[config.mk]
export PLATFORM = sky130hd
export DESIGN_NAME = sprite_renderer
export DESIGN_NICKNAME = d
export VERILOG_FILES = /design/src/rtl/sprite_renderer.sv
export SDC_FILE = /design/constraint.sdc
export NUM_CORES = 1
export LEC_CHECK = 0
export CORE_MARGIN = 2
export CORE_UTILIZATION = 25
export DETAILED_ROUTE_END_ITERATION = 10
export HOLD_SLACK_MARGIN = 0.15
export SYNTH_ARGS = -nofsm -noshare
export SYNTH_HDL_FRONTEND = slang
export SYNTH_SLANG_ARGS = --single-unit
[constraint.sdc]
create_clock -name vga_clk -period 13.84 [get_ports vga_clk]
set_input_delay 1.384 -clock vga_clk [delete_from_list [all_inputs] [get_ports vga_clk]]
set_output_delay 1.384 -clock vga_clk [all_outputs]
set_load 0.02 [all_outputs]
[src/rtl/sprite_renderer.sv]
// Sprite renderer: maps DrawX/DrawY onto a positioned, scaled, optionally mirrored
// sprite, issues the ROM read and emits a palette index plus opaque-pixel hit flag.
// Latency ROM_LAT+2 cycles, 1 px/clk; update port stalls (upd_ready=0) while a commit is pending.
// Ports: vga_clk/reset_n; DrawX/DrawY/blank/frame_start from the VGA controller;
//        upd_valid/upd_ready + pos_x/pos_y/scale/hflip/enable update request;
//        rom_address/rom_q to the sprite ROM; pix_idx/pix_hit to the colour mapper.
module sprite_renderer #(
  parameter int SPR_W      = 40,
  parameter int SPR_H      = 50,
  parameter int ADDR_W     = 11,
  parameter int IDX_W      = 4,
  parameter int COORD_W    = 10,
  parameter int SCALE_W    = 2,
  parameter int ROM_LAT    = 1,
  parameter int TRANSP_IDX = 0
) (
  input  logic               vga_clk,
  input  logic               reset_n,
  input  logic [COORD_W-1:0] DrawX,
  input  logic [COORD_W-1:0] DrawY,
  input  logic               blank,
  input  logic               frame_start,
  input  logic               upd_valid,
  output logic               upd_ready,
  input  logic [COORD_W-1:0] pos_x,
  input  logic [COORD_W-1:0] pos_y,
  input  logic [SCALE_W-1:0] scale,
  input  logic               hflip,
  input  logic               enable,
  output logic [ADDR_W-1:0]  rom_address,
  input  logic [IDX_W-1:0]   rom_q,
  output logic [IDX_W-1:0]   pix_idx,
  output logic               pix_hit
);

  // The largest magnified sprite must fit in the coordinate range, so the
  // unsigned box compares below never overflow; the ROM must hold every texel.
  if (((SPR_W << (2**SCALE_W - 1)) >= (1 << COORD_W)) ||
      ((SPR_H << (2**SCALE_W - 1)) >= (1 << COORD_W))) begin : g_bad_coord
    $error("sprite_renderer: magnified sprite does not fit in COORD_W");
  end
  if ((SPR_W * SPR_H - 1) >= (1 << ADDR_W)) begin : g_bad_addr
    $error("sprite_renderer: ADDR_W too small for SPR_W*SPR_H");
  end
  if (ROM_LAT < 1) begin : g_bad_lat
    $error("sprite_renderer: ROM_LAT must be >= 1");
  end

  // Shadow (requested) and active (in use this frame) sprite parameters
  logic               pending_q, pending_d;
  logic [COORD_W-1:0] sh_x_q, sh_x_d, sh_y_q, sh_y_d;
  logic [SCALE_W-1:0] sh_sc_q, sh_sc_d;
  logic               sh_hf_q, sh_hf_d, sh_en_q, sh_en_d;
  logic [COORD_W-1:0] ac_x_q, ac_x_d, ac_y_q, ac_y_d;
  logic [SCALE_W-1:0] ac_sc_q, ac_sc_d;
  logic               ac_hf_q, ac_hf_d, ac_en_q, ac_en_d;

  // Pixel pipeline
  logic [ADDR_W-1:0]  rom_addr_q, rom_addr_d;
  logic [ROM_LAT:0]   inb_q, inb_d;     // [0] aligned with rom_address, [ROM_LAT] with rom_q
  logic [IDX_W-1:0]   pix_idx_q, pix_idx_d;
  logic               pix_hit_q, pix_hit_d;

  // Stage 0 combinational terms
  logic signed [COORD_W:0] dx, dy;
  logic [COORD_W-1:0]      w_lim, h_lim, sx, sy;
  logic                    inbox;
  logic                    upd_hs, commit;

  assign upd_ready = ~pending_q;
  assign upd_hs    = upd_valid & ~pending_q;
  // A handshake needs pending=0 and a commit needs pending=1, so they never coincide.
  assign commit    = frame_start & pending_q;

  always_comb begin
    pending_d = pending_q;
    sh_x_d  = sh_x_q;  sh_y_d  = sh_y_q;  sh_sc_d = sh_sc_q;
    sh_hf_d = sh_hf_q; sh_en_d = sh_en_q;
    ac_x_d  = ac_x_q;  ac_y_d  = ac_y_q;  ac_sc_d = ac_sc_q;
    ac_hf_d = ac_hf_q; ac_en_d = ac_en_q;
    if (upd_hs) begin
      sh_x_d  = pos_x;  sh_y_d  = pos_y;  sh_sc_d = scale;
      sh_hf_d = hflip;  sh_en_d = enable;
      pending_d = 1'b1;
    end
    if (commit) begin
      ac_x_d  = sh_x_q;  ac_y_d  = sh_y_q;  ac_sc_d = sh_sc_q;
      ac_hf_d = sh_hf_q; ac_en_d = sh_en_q;
      pending_d = 1'b0;
    end
  end

  always_comb begin
    // One extra sign bit: a pixel left of / above the sprite goes negative
    // instead of wrapping, which is what clips at the screen edges.
    dx    = $signed({1'b0, DrawX}) - $signed({1'b0, ac_x_q});
    dy    = $signed({1'b0, DrawY}) - $signed({1'b0, ac_y_q});
    w_lim = COORD_W'(SPR_W) << ac_sc_q;
    h_lim = COORD_W'(SPR_H) << ac_sc_q;
    inbox = ac_en_q & blank & ~dx[COORD_W] & ~dy[COORD_W] &
            (dx[COORD_W-1:0] < w_lim) & (dy[COORD_W-1:0] < h_lim);
    sx = dx[COORD_W-1:0] >> ac_sc_q;
    sy = dy[COORD_W-1:0] >> ac_sc_q;
    if (ac_hf_q) begin
      sx = COORD_W'(SPR_W - 1) - sx;
    end
    rom_addr_d = inbox ? (ADDR_W'(sy) * ADDR_W'(SPR_W) + ADDR_W'(sx)) : '0;
    inb_d      = {inb_q[ROM_LAT-1:0], inbox};
  end

  always_comb begin
    pix_hit_d = inb_q[ROM_LAT] & (rom_q != IDX_W'(TRANSP_IDX));
    pix_idx_d = pix_hit_d ? rom_q : '0;
  end

  always_ff @(posedge vga_clk or negedge reset_n) begin
    if (!reset_n) begin
      pending_q  <= 1'b0;
      sh_x_q     <= '0;   sh_y_q  <= '0;   sh_sc_q <= '0;
      sh_hf_q    <= 1'b0; sh_en_q <= 1'b0;
      ac_x_q     <= '0;   ac_y_q  <= '0;   ac_sc_q <= '0;
      ac_hf_q    <= 1'b0; ac_en_q <= 1'b0;
      rom_addr_q <= '0;
      inb_q      <= '0;
      pix_idx_q  <= '0;
      pix_hit_q  <= 1'b0;
    end else begin
      pending_q  <= pending_d;
      sh_x_q     <= sh_x_d;  sh_y_q  <= sh_y_d;  sh_sc_q <= sh_sc_d;
      sh_hf_q    <= sh_hf_d; sh_en_q <= sh_en_d;
      ac_x_q     <= ac_x_d;  ac_y_q  <= ac_y_d;  ac_sc_q <= ac_sc_d;
      ac_hf_q    <= ac_hf_d; ac_en_q <= ac_en_d;
      rom_addr_q <= rom_addr_d;
      inb_q      <= inb_d;
      pix_idx_q  <= pix_idx_d;
      pix_hit_q  <= pix_hit_d;
    end
  end

  assign rom_address = rom_addr_q;
  assign pix_idx     = pix_idx_q;
  assign pix_hit     = pix_hit_q;

endmodule

==> impl_metrics.env <==
export IMPL_track_usage_pct=11.11
export IMPL_synth_top_family_by_area="compound AO/OA/AOI/OAI gates"
export IMPL_drt_total_wl_um=10430
export IMPL_async_flop_share_pct=100.0
export IMPL_antennaDiodeCount=0
export IMPL_die_area_um2=20530
export IMPL_clock_root_buffer="clkbuf_16"
export IMPL_grt_pass1_vias=3585
export IMPL_skew_ps=8.054
export IMPL_cts_made_buffers=9
export IMPL_period_share_pct=43.43
export IMPL_row_count=50
export IMPL_grt_pass1_wl_um=17860
export IMPL_clkLatencyLatePin_ps=340
export IMPL_dpl_cell_count=794
export IMPL_vias=3641
export IMPL_pre_cts_ws_ps=7412
export IMPL_drt_iter0_markers=139
export IMPL_pin_count=70
export IMPL_reg2reg_from="ac_y_q[0]$_DFFE_PN0P_"
export IMPL_hpwl_um=8099
export IMPL_endpoint_kind="flip-flop"
export IMPL_grt_overflow=0
export IMPL_muxShareOfSynthArea_pct=13.54
export IMPL_setup_viol=0
export IMPL_syn_to_final_growth_pct=26.24
export IMPL_wl_per_cell_um=12.88
export IMPL_final_min_clock_period_ps=6011
export IMPL_avgSynthCellArea_um2=10.21
export IMPL_tightest_slew_ps=902.0
export IMPL_syn_nets=586
export IMPL_hold_path_depth=0
export IMPL_ys_flop_type="dfrtp_1"
export IMPL_yosys_area_share_adder_pct=15.58
export IMPL_cp_slowest_cell="a2111oi_1"
export IMPL_yosys_warnings=0
export IMPL_hold_class="flip-flop to flip-flop"
export IMPL_multi_input_area_um2=2947
export IMPL_antenna_found_initial=0
export IMPL_final_nets=656
export IMPL_vias_per_cell=4.495
export IMPL_clk_pin_slew_ps=60
export IMPL_crit_chain="clkdlybuf4s50_1 > inv_1 > ha_1 > inv_1 > fa_1 > a21o_1 > a21o_1 > a211oi_1 > or2_1 > a211oi_1 > a2111oi_1 > nor2_1 > a21oi_1 > ha_1 > ha_1 > a21oi_1 > xnor2_1 > ha_1 > o41ai_1 > xnor2_1 > xnor2_1 > xnor2_1 > nor2_1"
export IMPL_synth_compound_area_share_pct=17.26
export IMPL_fmax_mhz=166.4
export IMPL_grt_max_degree=68
export IMPL_critPathLaunch="DrawY[0]"
export IMPL_max_stage_delay_ps=590
export IMPL_finalSetupTns_ps=0
export IMPL_yosys_register_bits=67
export IMPL_seq_area_um2=1677
export IMPL_h_tree_depth=3
export IMPL_drv_slew=0
export IMPL_postRouteAntennaNets=0
export IMPL_ys_seq_area_share_pct=34.57
export IMPL_io_buffers=69
export IMPL_post_cts_resized=0
export IMPL_syn_inst=475
export IMPL_synth_xor_area_share_pct=4.696
export IMPL_core_area_um2=18890
export IMPL_fin_ws_ps=7829
export IMPL_crit_path_start_kind="primary input"
export IMPL_worstSetupPathType="primary input to flip-flop"
export IMPL_start_util_pct=25.67
export IMPL_synthDistinctLibCells=63
export IMPL_min_from="inb_q[0]$_DFF_PN0_"
export IMPL_relSlewSlack_pct=39.87
export IMPL_clock_sinks=67
export IMPL_clock_tree_buffer_depth=2
export IMPL_dr_pass1_iters=5
export IMPL_final_fill_count=1943
export IMPL_hold_viol_final=0
export IMPL_synth_edf_count=0
export IMPL_die_w_um=143.3
export IMPL_critPathRequiredTime_ps=14040
export IMPL_rsz0062_at_grt="false"
export IMPL_netlist_area_um2=4850
export IMPL_drc=0
export IMPL_synth_simple_area_share_pct=9.623
export IMPL_cp_arrival_ps=6210
export IMPL_status="completed"
export IMPL_crit_fanout=3
export IMPL_ff2ff_path_depth=21
export IMPL_stdcell_count=810
export IMPL_postCtsHoldBufs=0
export IMPL_final_layout_size_suffix_gt1_share_pct=16.73
export IMPL_cts_tree="yes"
export IMPL_drv_cap=0
export IMPL_die_y_um=143.3
export IMPL_gp_congestion=0.8242
export IMPL_post_cts_buffers=0
## state kept, by name, summed over array words and instances (netlist names)
name	count
sh_sc_q	2
sh_en_q	1
pix_hit	1
sh_x_q	10
rom_address	11
ac_hf_q	1
inb_q	2
sh_y_q	10
pix_idx	4
ac_sc_q	2
pending_q	1
ac_x_q	10
ac_y_q	10
sh_hf_q	1
ac_en_q	1
## stage by stage
step / util [%] / hold slack [ps] / area, um^2
2_1_floorplan: - / 331.2 / 4850
3_3_place_gp: 30.89 / 333.2 / 5837
3_5_place_dp: 30.89 / 337.0 / 5837
4_1_cts: 32.40 / 352.2 / 6122
5_1_grt: 32.40 / 379.5 / 6122
6_report: 32.40 / 351.7 / 6122
## layer usage
metal  vias up  global-route usage [%]  wire length, um
met4         0                   4.076              186
met1      1709                   14.58             4972
met3        14                   3.823              555
met2        76                   16.90             4720
li1       1842                       -                -
met5         -                       0                0
## synth_stat cells (all sizes together) (2+ instances only)
master / instances / area, um^2
a2111oi: 3 / 27.53
fa: 4 / 80.08
xor2: 11 / 96.34
a311oi: 4 / 70.07
a221oi: 2 / 23.77
a21oi: 21 / 105.1
nor3b: 2 / 15.01
nor3: 5 / 25.02
o221a: 2 / 22.52
o21a: 6 / 45.04
a31oi: 6 / 37.54
dfrtp: 67 / 1677
o211a: 2 / 20.02
a2111o: 2 / 22.52
nand2: 16 / 60.06
mux2: 50 / 563.0
a21o: 16 / 120.1
or3: 4 / 25.02
ha: 54 / 675.7
clkbuf: 10 / 37.54
nor2b: 5 / 31.28
nand2b: 6 / 37.54
nor2: 38 / 165.1
and2: 8 / 50.05
mux2i: 9 / 93.84
o22ai: 2 / 12.51
inv: 44 / 165.2
xnor2: 15 / 131.4
nand3: 3 / 15.01
o31ai: 2 / 15.01
a211o: 3 / 26.28
o211ai: 3 / 32.53
a211oi: 6 / 50.05
buf: 5 / 26.27
o21ai: 23 / 115.1
## cells by family after synthesis
family	Yosys count
simple gates	93
mux	59
fa+ha+maj	58
xor+xnor	26
buf+inv	59
compound gates	113
flops	67
## critical path: cells and delay by family
family                   cells  cell delay, ps
adder cells (fa/ha/maj)      5            1340
AO/OA/AOI/OAI                8            2130
XOR/XNOR                     4             560
AND/OR/NAND/NOR              3             320
buffers and inverters        3             500
## cells in the final DEF, fill, tap and decap left out, drive strengths merged, types with 3 or more instances in the layout
| cell type | synthesis | routed |
|---|---|---|
| clkinvlp | 0 | 3 |
| ha | 54 | 54 |
| a211o | 3 | 3 |
| nor2b | 5 | 5 |
| a311oi | 4 | 4 |
| nor3 | 5 | 5 |
| buf | 5 | 6 |
| a2111oi | 3 | 3 |
| clkdlybuf4s50 | 0 | 68 |
| xor2 | 11 | 11 |
| xnor2 | 15 | 15 |
| nor2 | 38 | 38 |
| clkbuf | 10 | 9 |
| mux2 | 50 | 50 |
| a21oi | 21 | 21 |
| inv | 44 | 48 |
| fa | 4 | 4 |
| dfrtp | 67 | 67 |
| and2 | 8 | 8 |
| a21o | 16 | 16 |
| nand3 | 3 | 3 |
| or3 | 4 | 4 |
| o21a | 6 | 6 |
| nand2 | 16 | 16 |
| o21ai | 23 | 23 |
| a31oi | 6 | 6 |
| mux2i | 9 | 9 |
| nand2b | 6 | 6 |
| a211oi | 6 | 6 |
| o211ai | 3 | 3 |
## cell type report
| cell class | count | share of cell area [%] |
|---|---|---|
| clock buffer | 9 | 3.679 |
| clock inverter | 7 | 0.9810 |
| inverter | 44 | 2.698 |
| multi-input combinational | 349 | 48.13 |
| sequential | 67 | 27.39 |
| tap | 260 | 5.314 |
| timing repair buffer | 74 | 11.81 |
## worst paths after layout
| path | endpoint | slack, ps |
|---|---|---|
| min in group asynchronous | rom_address[3]$_DFF_PN0_ | 1200 |
| worst min-delay path | inb_q[1]$_DFF_PN0_ | 350 |
| worst max-delay path | rom_address[10]$_DFF_PN0_ | 7830 |
| max in group asynchronous | rom_address[2]$_DFF_PN0_ | 11990 |
| worst min register to register | inb_q[1]$_DFF_PN0_ | 350 |
| worst max register to register | rom_address[10]$_DFF_PN0_ | 8890 |
Power is not shown: default switching activity piles up to over one toggle a cycle in this logic, so the estimate is an artifact.
==> RTL change, RTL diff (config.mk and constraints unchanged) <==
Set the parameter `ROM_LAT` to 2 (it was 1). Comments in the files are not updated.
--- a/src/rtl/sprite_renderer.sv
+++ b/src/rtl/sprite_renderer.sv
@@ -11,7 +11,7 @@
   parameter int IDX_W      = 4,
   parameter int COORD_W    = 10,
   parameter int SCALE_W    = 2,
-  parameter int ROM_LAT    = 1,
+  parameter int ROM_LAT    = 2,
   parameter int TRANSP_IDX = 0
 ) (
   input  logic               vga_clk,
Function: changed (a bounded check fails within 10 cycles, from zero or initial values and one cycle with reset_n low).
==> RTL change against the original RTL <==
Critical path depth did not move; setup slack lost 0.11 ns; sequential cell count is 1 higher; cell area increased by 1.2%; routed wire length grew 1.0%; area after synthesis grew 0.52%; critical endpoint unchanged.
Power is not shown: default switching activity piles up to over one toggle a cycle in this logic, so the estimate is an artifact.
==> RTL change: results (changes against the original RTL) <==
stage	metric	value	unit	change
yosys	Seq/Total Area, Yosys	34.9	%	+0.34 points
critical_path	delay-heaviest family, CP	compound AO/OA/AOI/OAI gates		
global_routing	vias in the first global route	3515		-2.0%
timing	worst-margin pin slew	0.937	ns	+0.0348 ns
detailed_routing	1st-iter DRT viols	107		-23%
timing	Fin Hold WS	0.346	ns	-0.00544 ns
yosys	top post-synthesis cells by area	dfrtp_1, ha_1, mux2_2, inv_1, xnor2_1		
global_routing	first-pass GRT wire length	17300	µm	-3.0%
min_path	Hold Crit Class	reg -> reg		
place	DP Area	5860	µm²	+0.41%
detailed_routing	WL per Instance	12.9	µm	+0.42%
global_routing	largest net degree at the start of global routing	69		+1.5%
min_path	WHS Path Cells	0		unchanged
critical_path	Critical Path Start	DrawY[0]		
critical_path	Worst Path Max Fanout	3		unchanged
timing	Clock Skew	0.00708	ns	-0.000979 ns
yosys	Synth Flop Type	dfrtp_1		
place	Placed Instances	799		+0.63%
global_routing	initial antenna violation count	0		unchanged
place	Port Buffer Count	69		unchanged
critical_path	Crit path required time	14.03	ns	about the same
yosys	ys async rst share	100	%	unchanged
final_layout	Nets	656		unchanged
yosys	Mapped Cells	476		+0.21%
min_path	Hold Path End	inb_q[2]		
final_layout	final non-filler cell total	815		+0.62%
yosys	top cells by count, synth	dfrtp_1, ha_1, mux2_2, inv_1, nor2_1		
final_layout	share of cells above drive strength 1	16.5	%	-0.18 points
min_path	Hold Crit Start	inb_q[1]		
timing	Final period util	44.2	%	+0.77 points
place	post-DP HPWL	8130	µm	+0.33%
yosys	Yosys cell types	63		unchanged
critical_path	peak per-stage delay on the critical path	0.57	ns	-0.02 ns
place	pre-CTS setup slack	7.43	ns	+0.0227 ns
clock_tree	postcts setup bufs	0		unchanged
clock_tree	Max Buffers Root-to-Sink	2		unchanged
detailed_routing	routed vias	3570		-2.0%
outcome	status	finished, final reports clean		
clock_tree	# resized after CTS	0		unchanged
yosys	Synth Net Count	587		+0.17%
global_routing	GRT Total Usage	10.7	%	-0.38 points
place	Placer Congestion	0.793		-3.8%
critical_path	Worst path slowest cell	a2111oi_1		
==> RTL change: layer usage <==
metal	track usage, %	vias to the layer above	wire (µm)
li1	-	1840	-
met1	13.6	1663	5060
met2	18.1	60	4980
met3	2.20	7	355
met4	3.72	0	144
met5	0	-	0
==> RTL change: final cells by class <==
| cell class | count | area, µm² |
|---|---|---|
| clock inverter | 5 | 83.8 |
| fill | 2040 | 13100 |
| sequential | 68 | 1700 |
| inverter | 44 | 165 |
| tap | 265 | 332 |
| timing repair buffer | 73 | 716 |
| multi-input combinational | 349 | 2950 |
| clock buffer | 11 | 253 |
==> RTL change: cells by family after synthesis <==
logic type | Yosys count | share of synthesized area [%]
DFF | 68 | 34.9
muxes | 59 | 13.5
adders and majority gates | 58 | 15.5
buffers and inverters | 59 | 4.70
AOI/OAI and AO/OA | 113 | 17.2
and+or+nand+nor | 93 | 9.57
xor gates and xnor gates | 26 | 4.67
